==> config.mk <==
export PLATFORM = sky130hd
export DESIGN_NAME = encoder_4_to_2
export DESIGN_NICKNAME = d
export VERILOG_FILES = /design/src/rtl/encoder_4_to_2.sv
export SDC_FILE = /design/constraint.sdc
export NUM_CORES = 1
export LEC_CHECK = 0
export ABC_CLOCK_PERIOD_IN_PS = 1000
export CAP_MARGIN = 20
export CORE_AREA = 3 3 40 42
export DETAILED_ROUTE_END_ITERATION = 16
export DIE_AREA = 0 0 43 45
export SLEW_MARGIN = 20
export SYNTH_ARGS = -nofsm -noshare
export SYNTH_HDL_FRONTEND = slang
export SYNTH_SLANG_ARGS = --single-unit
==> constraint.sdc <==
create_clock -name clk -period 1 [get_ports clk]
set_input_delay 0.3 -clock clk [delete_from_list [all_inputs] [get_ports clk]]
set_output_delay 0.3 -clock clk [all_outputs]
set_load 0.03 [all_outputs]
==> src/rtl/encoder_4_to_2.sv <==
// rtl/encoder_4_to_2.sv - registered 4-to-2 priority encoder with valid and multi flags
module encoder_4_to_2 #(
  parameter int PRIORITY_HIGH = 1
) (
  input  logic clk,
  input  logic rst,
  input  logic en,
  input  logic in0,
  input  logic in1,
  input  logic in2,
  input  logic in3,
  output logic out0,
  output logic out1,
  output logic valid,
  output logic multi
);

  logic [3:0] w_req;
  logic [1:0] w_idx;
  logic       w_valid;
  logic       w_multi;

  logic [1:0] r_idx;
  logic       r_valid;
  logic       r_multi;

  assign w_req = {in3, in2, in1, in0};

  // Winning index: the priority direction is fixed at elaboration; no request gives 00.
  always_comb begin
    w_idx = 2'b00;
    if (PRIORITY_HIGH != 0) begin
      if (w_req[3])      w_idx = 2'b11;
      else if (w_req[2]) w_idx = 2'b10;
      else if (w_req[1]) w_idx = 2'b01;
      else               w_idx = 2'b00;
    end else begin
      if (w_req[0])      w_idx = 2'b00;
      else if (w_req[1]) w_idx = 2'b01;
      else if (w_req[2]) w_idx = 2'b10;
      else if (w_req[3]) w_idx = 2'b11;
      else               w_idx = 2'b00;
    end
  end

  // Any request qualifies the index; any pair of requests means more than one is active.
  always_comb begin
    w_valid = |w_req;
    w_multi = (w_req[0] & w_req[1]) | (w_req[0] & w_req[2]) | (w_req[0] & w_req[3]) |
              (w_req[1] & w_req[2]) | (w_req[1] & w_req[3]) | (w_req[2] & w_req[3]);
  end

  // Output registers: reset clears, enable captures, otherwise hold.
  always_ff @(posedge clk) begin
    if (rst) begin
      r_idx   <= 2'b00;
      r_valid <= 1'b0;
      r_multi <= 1'b0;
    end else if (en) begin
      r_idx   <= w_idx;
      r_valid <= w_valid;
      r_multi <= w_multi;
    end
  end

  assign out0  = r_idx[0];
  assign out1  = r_idx[1];
  assign valid = r_valid;
  assign multi = r_multi;

endmodule

# Word level (Yosys, flattened, before mapping)
# Cells that the tools add are included.
# word_totals
out_inout_bits	4
mem_bits_ro	0
elab_cells	18
in_bits	7
ram_bits	0
latch_bits	0
reg_bits	4
memories	0
# op_classes
n_addsub	0
n_mul	0
shift	0
div	0
reduce_logical	1
bitwise_logic	11
n_lt_le_gt_ge	0
muxes	3
n_eq_ne	0
# op_table
cell	count
$and A1 B1 Y1	6
$or A1 B1 Y1	5
$mux W2	2
$reduce_or A4 Y1	1
$mux W1	1

# Logic depth before layout (Yosys ltp)
# Gate-level depths: netlist (run 1).
# logic_depth
word_depth	6
depth_mapped	3
depth_no_buf	3

# Worst setup path after synthesis (run 1)
# OpenSTA, ideal clock, no wires.
# synth_path
kind	in2reg
startpoint	input port in3
endpoint	register r_multi (netlist: multi)
setup_ns	0.135
path_buffers	0
arrival_time_ns	0.732
required_time_ns	0.865
path_slack_ns	0.133
cell_stages	3
path_cell_list	maj3_2 nor2_1 o32ai_1
# synth_via
elab_chain_len	5
word_cells_on_any_way	7
cone_classes	bitwise: 7
# synth_lines
element	line_no	rtl
start: declaration	11	input logic in3,
$and A1 B1 Y1	49	w_multi = (w_req[0] & w_req[1]) | (w_req[0] & w_req[2]) | (w_req[0] & w_req[3]) |
$or A1 B1 Y1 (2 in a row)	49	
$or A1 B1 Y1	50	(w_req[1] & w_req[2]) | (w_req[1] & w_req[3]) | (w_req[2] & w_req[3]);
$or A1 B1 Y1 *	50	
end signal: assignment	62	r_multi <= w_multi;
end: declaration	25	logic r_multi;
# Mark *: on every way between the ends. The rest lies on a longest branch, timed or not.
# A chain may end at the register's enable or synchronous reset.

# Worst setup path in the final report (run 1)
# layout_path
startpoint	register r_idx[1]
endpoint	output port out1
# layout_rtl
element	line_no	rtl
start: declaration	23	logic [1:0] r_idx;
start signal: assignment	60	r_idx <= w_idx;
end: declaration	13	output logic out1,
# No word-level cell between the ends.

==> results of run 1 <==
==> tightest hold or removal path, delay by kind of cell <==
| family | cells | cell delay [ns] |
|---|---|---|
| AO/OA/AOI/OAI | 1 | 0.09 |
| AND/OR/NAND/NOR | 1 | 0.06 |
| buffers and inverters | 1 | 0.16 |
==> per-layer routing <==
metal  up-vias  share of wire (%)  global-route usage [%]
li1        105                  -                       -
met1        88                 45                    6.52
met2         8                 49                    6.59
met3         0                6.5                       0
met4         0                  0                    9.04
met5         -                  0                       0
==> synth_stat cells <==
| master | number | area, um^2 |
|---|---|---|
| nor2_1 | 5 | 18.8 |
| o311ai_0 | 1 | 8.76 |
| inv_1 | 3 | 11.3 |
| dfxtp_1 | 4 | 80.1 |
| o32ai_1 | 1 | 8.76 |
| clkbuf_2 | 1 | 5.00 |
| maj3_2 | 1 | 11.3 |
| a21oi_1 | 1 | 5.00 |
| a211oi_1 | 3 | 22.5 |
| nor4_1 | 1 | 6.26 |
==> registers in the layout, indices dropped and copies added, names as in the netlist <==
name   count
multi      1
r_idx      2
valid      1
==> stage by stage <==
step                      setup TNS [ns]  hold WS [ns]  instance area [um^2]  cells  setup slack (ns)
after CTS                              0         0.480                   342     51           0.00281
final                                  0         0.423                   353     51            0.0172
after global routing            -0.00800         0.462                   353     51          -0.00456
after global placement             -1.35         0.470                   304     48            -0.393
after floorplan                        0         0.373                   178     21             0.133
after detailed placement           -1.42         0.473                   304     48            -0.410
==> repair_timing <==
item,4_1_cts,5_1_grt
cloned,0,0
resized for setup,13,3
pin swaps,0,1
setup endpoints to repair,8,4
==> layout make-up <==
cell class	count	area (um^2)
Multi-Input combinational cell	13	90.1
Clock buffer	3	22.5
Timing Repair Buffer	13	125
Inverter	3	11.3
Tap cell	15	18.8
Fill cell	152	932
Sequential cell	4	85.1
==> power breakdown <==
part	internal (mW)	switching [mW]	total (mW)
combinational	0.0587	0.0588	0.117
sequential	0.176	0.00825	0.184
clock	0.134	0.0612	0.195
total	0.368	0.128	0.497
==> kinds of logic (layout without fill, tap and decap cells) <==
kind of cell,count (synthesis),after routing,synth area share (%)
compound gates,6,6,25.4
fa+ha+maj,1,1,6.34
buf+inv,4,19,9.15
flops,4,4,45.1
simple gates,6,6,14.1
==> final timing paths <==
check | startpoint | end | slack, ns | cells past startpoint
min reg2reg | multi | multi | 0.48 | 2
max reg2reg | multi | multi | 0.32 | 2
max | r_idx[1] | out1 | 0.02 | 1
min | in1 | multi | 0.42 | 3
==> results_dict.tcl, run 1 <==
set metrics [dict create \
    period_needed_ns 0.983 \
    grt_overflow 0 \
    max-slew-margin-rel_pct 82.3 \
    ioPinCount 11 \
    wl_per_cell_um 9.41 \
    grt_usage_pct 5.33 \
    hp-class "input pin to flop" \
    fin_skew_ns 0 \
    cts_buffers 3 \
    drt_iter0_markers 0 \
    final_util_pct 27.5 \
    grt_max_degree 9 \
    cp_slowest_stage_delay_ns 0.33 \
    drtAntennaViolNets 0 \
    grt_pass1_vias 188 \
    critPathLaunchType "flop" \
    critPathTopFamily "flip-flops" \
    leakage_nw 0.159 \
    avgSynthCellArea_um2 8.46 \
    die_w_um 43 \
    yosys.cell_types.count 10 \
    hold_viol 0 \
    rows 13 \
    crit_path_top_delay_cell "dfxtp_2" \
    die_y_um 45 \
    fin_crit_sh_pct 98.3 \
    layout_common_cells "nor2_1, dlygate4sd2_1, dfxtp_2, buf_6" \
    maxCapViolations 0 \
    die_area_mm2 0.00194 \
    syn-instance-count 21 \
    setup_viol 0 \
    p_per_area_mw_per_mm2 1410 \
    first_pass_iters 1 \
    required_ns 0.70 \
    clk_pin_slew_ns 0.04 \
    drive_above_1_share_pct 47.2 \
    numPortBuffers 10 \
    clkLatencyLatePin_ns 0.23 \
    max_freq_mhz 1020 \
    crit_fanout 2 \
    slew_violations 0 \
    critical_path_arrival_ns 0.68 \
    synthesis.nets 28 \
    critical_path_class "flop to primary output" \
    remaining_drc_errors 0 \
    start_util_pct 13.8 \
    post_cts_buffers 0 \
    ys_seq_elements 4 \
    cp_num_buf_inv 1 \
    clock-sinks 4 \
    status "finished clean" \
    ir_drop_v 0.000263 \
    syn-cell-area_um2 178 \
    route.final.wire_length_um 480 \
    yosysWarnings 0 \
    place.gp.congestion 0.754 \
    p_total_mw 0.497 \
    ys_seq_area_share_pct 45.1 \
    tightest_slew_ns 0.262 \
    coreArea_mm2 0.00128 \
    root_buffer "clkbuf_4" \
    area_growth_pct 98.6 \
    grt_pass1_wl_um 717 \
    crit_path_end_kind "primary output" \
    crit_chain "buf_6" \
    final_net_count 45 \
    grt_antenna_before_repair 0 \
    via_count 201 \
    via_per_inst 3.94 \
    rsz0062_at_grt "yes" \
    cts_hold_buf 0 \
    htreeDepth 1 \
    insertedDiodeCount 0 \
    clockBufferDepth 2 \
    cts_tree "built" \
]
(Power assumes the default switching activity.)
==> run 2: changes to the inputs <==
--- a/config.mk
+++ b/config.mk
@@ -8,6 +8,7 @@
 export ABC_CLOCK_PERIOD_IN_PS = 1000
 export CAP_MARGIN = 20
 export CORE_AREA = 3 3 40 42
+export CTS_CLUSTER_DIAMETER = 150
 export DETAILED_ROUTE_END_ITERATION = 16
 export DIE_AREA = 0 0 43 45
 export SLEW_MARGIN = 20
==> results of run 2 <==
Same layout as run 1: the final DEF is identical, and so are final timing and power.
